==> config.mk <==
export PLATFORM = sky130hd
export DESIGN_NAME = writeback_unit
export DESIGN_NICKNAME = d
export VERILOG_FILES = /design/src/rtl/core_pkg.sv /design/src/rtl/wb_load_fifo.sv /design/src/rtl/writeback_unit.sv
export SDC_FILE = /design/constraint.sdc
export NUM_CORES = 1
export LEC_CHECK = 0
export BUFFER_PORTS_ARGS = -buffer_cell sky130_fd_sc_hd__buf_2
export CAP_MARGIN = 10
export CORE_ASPECT_RATIO = 0.6
export CORE_MARGIN = 4
export CORE_UTILIZATION = 46
export CTS_CLUSTER_DIAMETER = 150
export DETAILED_ROUTE_END_ITERATION = 6
export PLACE_DENSITY = 0.79
export SETUP_SLACK_MARGIN = 0.5
export SLEW_MARGIN = 20
export SYNTH_ARGS = -nofsm -noshare
export SYNTH_HDL_FRONTEND = slang
export SYNTH_SLANG_ARGS = --single-unit
==> constraint.sdc <==
create_clock -name clock -period 7.78 [get_ports clock]
set_input_delay 1.945 -clock clock [delete_from_list [all_inputs] [get_ports clock]]
set_output_delay 1.945 -clock clock [all_outputs]
set_load 0.02 [all_outputs]
==> src/rtl/core_pkg.sv <==
// Shared core types: datapath widths, the write-back entry record and the
// write-port grant source.
package core_pkg;

    localparam int XLEN     = 32;
    localparam int REG_AW   = 5;
    localparam int NUM_REGS = 32;

    typedef struct packed {
        logic [REG_AW-1:0] rd;
        logic [XLEN-1:0]   data;
    } wb_entry_t;

    typedef enum logic {
        GRANT_ALU = 1'b0,
        GRANT_MEM = 1'b1
    } grant_src_t;

    // x0 is architecturally constant, so writes to it are consumed but dropped.
    function automatic logic writes_reg(input logic [REG_AW-1:0] rd);
        return rd != '0;
    endfunction

endpackage

==> src/rtl/wb_load_fifo.sv <==
// Synchronous FIFO of write-back entries used to buffer load responses until
// they win the register-file write port.
module wb_load_fifo
    import core_pkg::*;
#(
    parameter int DEPTH = 2,
    localparam int PTR_W = (DEPTH > 1) ? $clog2(DEPTH) : 1,
    localparam int CNT_W = $clog2(DEPTH + 1)
) (
    input  logic             clock,
    input  logic             reset,
    input  logic             push_i,
    input  wb_entry_t        push_data_i,
    input  logic             pop_i,
    output wb_entry_t        head_o,
    output logic [CNT_W-1:0] count_o,
    output logic             full_o,
    output logic             empty_o
);

    wb_entry_t        mem_q [DEPTH];
    logic [PTR_W-1:0] wr_ptr_q, wr_ptr_d;
    logic [PTR_W-1:0] rd_ptr_q, rd_ptr_d;
    logic [CNT_W-1:0] count_q, count_d;
    logic             do_push;
    logic             do_pop;

    assign full_o  = (count_q == CNT_W'(DEPTH));
    assign empty_o = (count_q == '0);
    assign count_o = count_q;
    assign head_o  = mem_q[rd_ptr_q];

    assign do_push = push_i && !full_o;
    assign do_pop  = pop_i && !empty_o;

    // Power-of-two depth lets the pointers wrap by plain overflow.
    always_comb begin
        wr_ptr_d = wr_ptr_q;
        rd_ptr_d = rd_ptr_q;
        count_d  = count_q;
        if (do_push) begin
            wr_ptr_d = wr_ptr_q + PTR_W'(1);
        end
        if (do_pop) begin
            rd_ptr_d = rd_ptr_q + PTR_W'(1);
        end
        case ({do_push, do_pop})
            2'b10:   count_d = count_q + CNT_W'(1);
            2'b01:   count_d = count_q - CNT_W'(1);
            default: count_d = count_q;
        endcase
    end

    always_ff @(posedge clock) begin
        if (reset) begin
            wr_ptr_q <= '0;
            rd_ptr_q <= '0;
            count_q  <= '0;
        end else begin
            wr_ptr_q <= wr_ptr_d;
            rd_ptr_q <= rd_ptr_d;
            count_q  <= count_d;
        end
    end

    // NOTE: storage is deliberately not reset; the count guards every read,
    // and leaving it out keeps the array mappable to plain RAM/flops.
    always_ff @(posedge clock) begin
        if (do_push) begin
            mem_q[wr_ptr_q] <= push_data_i;
        end
    end

endmodule

==> src/rtl/writeback_unit.sv <==
// Register-file write-port driver: round-robin between ALU results and buffered
// load responses, plus a pending-load scoreboard. Optional WB_BYPASS_EN adds a
// forwarding path from the registered write back to the issue-stage operands.
module writeback_unit
    import core_pkg::*;
#(
    parameter int XLEN     = core_pkg::XLEN,
    parameter int REG_AW   = core_pkg::REG_AW,
    parameter int LQ_DEPTH = 2
) (
    input  logic              clock,
    input  logic              reset,
    input  logic              alu_valid,
    input  logic [REG_AW-1:0] alu_rd,
    input  logic [XLEN-1:0]   alu_data,
    output logic              alu_ready,
    input  logic              mem_valid,
    input  logic [REG_AW-1:0] mem_rd,
    input  logic [XLEN-1:0]   mem_data,
    output logic              mem_ready,
    input  logic              ld_issue_valid,
    input  logic [REG_AW-1:0] ld_issue_rd,
    input  logic [REG_AW-1:0] q_rs1,
    input  logic [REG_AW-1:0] q_rs2,
    output logic              rs1_busy,
    output logic              rs2_busy,
    output logic [REG_AW-1:0] wb_addr_rd,
    output logic [XLEN-1:0]   wb_data_rd,
    output logic              wb_write_enable
`ifdef WB_BYPASS_EN
   ,output logic              byp_rs1_hit,
    output logic              byp_rs2_hit,
    output logic [XLEN-1:0]   byp_data
`endif
);

    localparam int CNT_W = $clog2(LQ_DEPTH + 1);

    if (XLEN != core_pkg::XLEN || REG_AW != core_pkg::REG_AW) begin : g_width_check
        $error("writeback_unit: XLEN/REG_AW must match core_pkg widths");
    end
    if (LQ_DEPTH < 2 || (LQ_DEPTH & (LQ_DEPTH - 1)) != 0) begin : g_depth_check
        $error("writeback_unit: LQ_DEPTH must be a power of two >= 2");
    end

    wb_entry_t        lq_head;
    wb_entry_t        lq_push_data;
    wb_entry_t        sel_entry;
    logic [CNT_W-1:0] lq_count;
    logic             lq_full;
    logic             lq_empty;
    logic             lq_push;

    logic             head_valid;
    logic             grant_alu;
    logic             grant_mem;
    logic             any_grant;
    logic             contended;
    grant_src_t       last_grant_q;

    logic [NUM_REGS-1:0] pending_q, pending_d;
    logic                wb_we_q;
    logic [REG_AW-1:0]   wb_addr_q;
    logic [XLEN-1:0]     wb_data_q;

    // Load buffer: readiness is based purely on the registered count.
    assign mem_ready    = (lq_count != CNT_W'(LQ_DEPTH)) && !reset;
    assign lq_push      = mem_valid && !lq_full && !reset;
    assign lq_push_data = '{rd: mem_rd, data: mem_data};

    wb_load_fifo #(
        .DEPTH (LQ_DEPTH)
    ) u_load_fifo (
        .clock       (clock),
        .reset       (reset),
        .push_i      (lq_push),
        .push_data_i (lq_push_data),
        .pop_i       (grant_mem),
        .head_o      (lq_head),
        .count_o     (lq_count),
        .full_o      (lq_full),
        .empty_o     (lq_empty)
    );

    // Round-robin only matters when both sources compete for the port.
    assign head_valid = !lq_empty && !reset;
    assign contended  = head_valid && alu_valid;
    assign grant_mem  = head_valid && (!alu_valid || last_grant_q == GRANT_ALU);
    assign grant_alu  = alu_valid && !reset && (!head_valid || last_grant_q == GRANT_MEM);
    assign any_grant  = grant_mem || grant_alu;
    assign alu_ready  = grant_alu;
    assign sel_entry  = grant_mem ? lq_head : '{rd: alu_rd, data: alu_data};

    // Set wins over clear so a re-issued load to the same rd stays tracked.
    always_comb begin
        pending_d = pending_q;
        if (grant_mem) begin
            pending_d[lq_head.rd] = 1'b0;
        end
        if (ld_issue_valid) begin
            pending_d[ld_issue_rd] = 1'b1;
        end
        pending_d[0] = 1'b0;
    end

    // NOTE: all state here uses non-blocking assignments so every register
    // samples pre-edge values regardless of statement order.
    always_ff @(posedge clock) begin
        if (reset) begin
            wb_we_q      <= 1'b0;
            wb_addr_q    <= '0;
            wb_data_q    <= '0;
            last_grant_q <= GRANT_ALU;
            pending_q    <= '0;
        end else begin
            wb_we_q   <= any_grant && writes_reg(sel_entry.rd);
            pending_q <= pending_d;
            if (any_grant) begin
                wb_addr_q <= sel_entry.rd;
                wb_data_q <= sel_entry.data;
            end
            if (contended) begin
                last_grant_q <= grant_mem ? GRANT_MEM : GRANT_ALU;
            end
        end
    end

    assign wb_write_enable = wb_we_q;
    assign wb_addr_rd      = wb_addr_q;
    assign wb_data_rd      = wb_data_q;
    assign rs1_busy        = pending_q[q_rs1];
    assign rs2_busy        = pending_q[q_rs2];

`ifdef WB_BYPASS_EN
    // Covers the read-during-write case where the register file returns old data.
    assign byp_rs1_hit = wb_we_q && (wb_addr_q == q_rs1) && writes_reg(wb_addr_q);
    assign byp_rs2_hit = wb_we_q && (wb_addr_q == q_rs2) && writes_reg(wb_addr_q);
    assign byp_data    = wb_data_q;
`endif

endmodule

==> impl_metrics.json <==
{
  "outcome": "completed",
  "post_cts_resized": 0,
  "h-tree-depth": 4,
  "power.density_nw_per_um2": 292,
  "worstMarginPinSlew_ns": 0.938,
  "reg2reg_depth": 6,
  "crit-reg2reg-launch": "u_load_fifo.count_o[0]",
  "numPortBuffers": 135,
  "final_cell_area_sq_um": 7890,
  "end_kind": "output pin",
  "die_w_um": 162,
  "cts_tree": "built",
  "floorplan.die_area_sq_um": 16300,
  "grt_max_degree": 76,
  "dp_hpwl_mm": 12.1,
  "grt_pass1_wl_mm": 27.4,
  "grt_usage": 0.214,
  "grt_overflow_total": 0,
  "gp_congestion": 0.903,
  "grt_antenna_before_repair": 2,
  "coreArea_sq_um": 13800,
  "routed_via_density": 5.76,
  "whs_path_depth": 2,
  "worstSetupPathType": "input port to output pin",
  "start_util": 0.476,
  "seq_area_frac_synth": 0.566,
  "crit_start": "q_rs1[0]",
  "cp_cell_sequence": "buf_2 -> mux4_2 -> nand2b_1 -> o211ai_1 -> nand4_1 -> buf_2",
  "rsz0062_at_grt": "no",
  "ys_ff_latch": 149,
  "nFillCells": 1133,
  "grt_pass1_vias": 5259,
  "die_h_um": 101,
  "syn_nets": 667,
  "syn2layout_area_growth_pct": 20.0,
  "placed_area_sq_um": 7280,
  "cts.sinks": 149,
  "first_pass_iters": 5,
  "synthCells": 572,
  "ctsLongestPathBuffers": 2,
  "clock_latency_ns": 0.41,
  "irDropWorstVdd_uv": 174,
  "critical_path.slowest_cell": "mux4_2",
  "drtIter0Drc": 486,
  "power_leakage_nw": 2.87,
  "whs_ns": 0.453,
  "yosys_warnings": 0,
  "fin_crit_sh": 0.660,
  "regArea_sq_um": 3720,
  "max_slew_margin": 0.373,
  "post_cts_buffers": 0,
  "vias": 5160,
  "io_pins": 136,
  "period_minus_slack_ns": 5.13,
  "cp.arrival_ns": 3.19,
  "numCtsBuffers": 17,
  "synth.distinct_cells": 43,
  "multi_input_area_sq_um": 2590,
  "netlist_area_sq_um": 6580,
  "critPathMaxFanout": 7,
  "setup-violations-final": 0,
  "total_power_w": 0.00231,
  "rows": 33,
  "slew_viol_final": 0,
  "cts_hold_buf": 0,
  "drive_gt1_frac": 0.286,
  "rrSetupSlack_ns": 4.67,
  "finClkSkew_ns": 0.0107,
  "tns_ns": 0,
  "fin_util": 0.571,
  "slowest_delay_ns": 0.52,
  "hp-class": "flip-flop to flip-flop",
  "wl_mm": 17.3,
  "cpMostUsedCell": "buf_2",
  "cp-start-kind": "input port",
  "nNetsFinal": 785,
  "drc_errors": 0,
  "wl_per_cell_um": 19.3,
  "route.antenna.remaining_nets": 0,
  "avgSynthCellArea_sq_um": 11.5,
  "fmaxAchievable_mhz": 195,
  "hold_violations": 0,
  "drv_cap": 0,
  "cp-endpoint": "rs1_busy",
  "cts_root_buf": "clkbuf_16",
  "required_ns": 5.84,
  "clkTransAtPathRegs_ns": 0.06,
  "reg2reg_to": "u_load_fifo.count_o[1]"
}
==> worst min path at each step <==
stage	startpoint	end
6_report	wb_data_rd[15]	wb_data_rd[15]
3_3_place_gp	wb_data_rd[26]	wb_data_rd[26]
3_5_place_dp	wb_data_rd[15]	wb_data_rd[15]
4_1_cts	wb_data_rd[15]	wb_data_rd[15]
2_1_floorplan	pending_q[22]	pending_q[22]
5_1_grt	wb_data_rd[15]	wb_data_rd[15]
==> metal layers <==
layer / track usage / up-vias / share of wire
li1: - / 2420 / -
met1: 0.297 / 2449 / 0.44
met2: 0.318 / 251 / 0.44
met3: 0.0687 / 36 / 0.10
met4: 0.0793 / 4 / 0.019
met5: 0 / - / 0.0012
==> cells in the mapped netlist, drive strengths merged <==
cell type	instances	area (sq um)
nand4	7	43.8
a211oi	2	15.0
nor3	4	25.0
or4	1	7.51
nor3b	1	7.51
buf	32	223
xnor2	2	17.5
xor2	2	17.5
o21ai	35	175
mux2	7	78.8
edfxtp	74	2220
nand3b	3	22.5
nand3	52	260
o211ai	71	553
nand2	42	158
dfxtp	75	1500
nor2	16	67.6
clkbuf	10	37.5
or3b	2	17.5
or2	1	6.26
a22oi	4	30.0
nand2b	5	31.3
mux2i	55	563
a21oi	44	220
or3	3	18.8
a2bb2oi	1	26.3
ha	1	12.5
and2	1	6.26
mux4	6	135
inv	5	18.8
o211a	1	10.0
o21a	1	7.51
nor2b	4	25.0
o2111ai	2	17.5
==> kinds of logic after synthesis <==
| family | Yosys count | share of synthesized area |
|---|---|---|
| AO/OA/AOI/OAI | 161 | 0.160 |
| XOR/XNOR | 4 | 0.00533 |
| adder cells (fa/ha/maj) | 1 | 0.00190 |
| buffers and inverters | 47 | 0.0424 |
| flip-flops | 149 | 0.566 |
| multiplexers | 68 | 0.118 |
| AND/OR/NAND/NOR | 142 | 0.106 |
==> registers in the layout, summed over array words and instances, names as in the netlist, named ones only <==
| signal | flops |
|---|---|
| wb_write_enable | 1 |
| u_load_fifo.count_o | 2 |
| pending_q | 31 |
| wb_data_rd | 32 |
| u_load_fifo.wr_ptr_q | 1 |
| u_load_fifo.rd_ptr_q | 1 |
| u_load_fifo.mem_q | 74 |
| last_grant_q | 1 |
| wb_addr_rd | 5 |
==> per-stage QoR <==
| step | setup WS, ns | cells |
|---|---|---|
| 3_5_place_dp | 2.66 | 861 |
| 5_1_grt | 2.57 | 895 |
| 2_1_floorplan | 2.75 | 572 |
| 6_report | 2.65 | 896 |
| 4_1_cts | 2.66 | 893 |
| 3_3_place_gp | 2.69 | 861 |
==> report_power, final <==
group          switching [W]  total, W  internal (W)
logic               0.000354  0.000565      0.000211
clock network       0.000339  0.000788      0.000449
registers          0.0000557  0.000956      0.000901
total               0.000748   0.00231       0.00156
==> worst max-delay path, delay by kind of cell <==
kind                   cells  cell delay [ns]
multiplexers               1             0.52
AND/OR/NAND/NOR            2             0.27
AO/OA/AOI/OAI              1             0.10
buffers and inverters      2             0.35
==> placed cells by master (no fill, tap or decap), types with 4 or more instances in the layout <==
cell / count
mux2_2: 7
nor2_1: 13
dfxtp_1: 74
clkbuf_16: 17
nand2b_1: 5
edfxtp_1: 74
inv_6: 6
nand4_1: 7
nand3_1: 52
inv_1: 4
buf_2: 135
o21ai_0: 34
a22oi_1: 4
mux2i_1: 54
nand2_1: 42
o211ai_2: 4
nor2b_1: 4
buf_4: 4
o211ai_1: 67
mux4_2: 6
a21oi_1: 44
==> layout make-up <==
type	instances	share of cell area
inverters	5	0.00238
diodes	1	0.000317
multi-input cells	376	0.328
well taps	192	0.0304
clock inverters	15	0.0182
flip-flops and latches	149	0.472
repair buffers	141	0.0945
clock buffers	17	0.0539
Power figures use the tool's default switching activity.
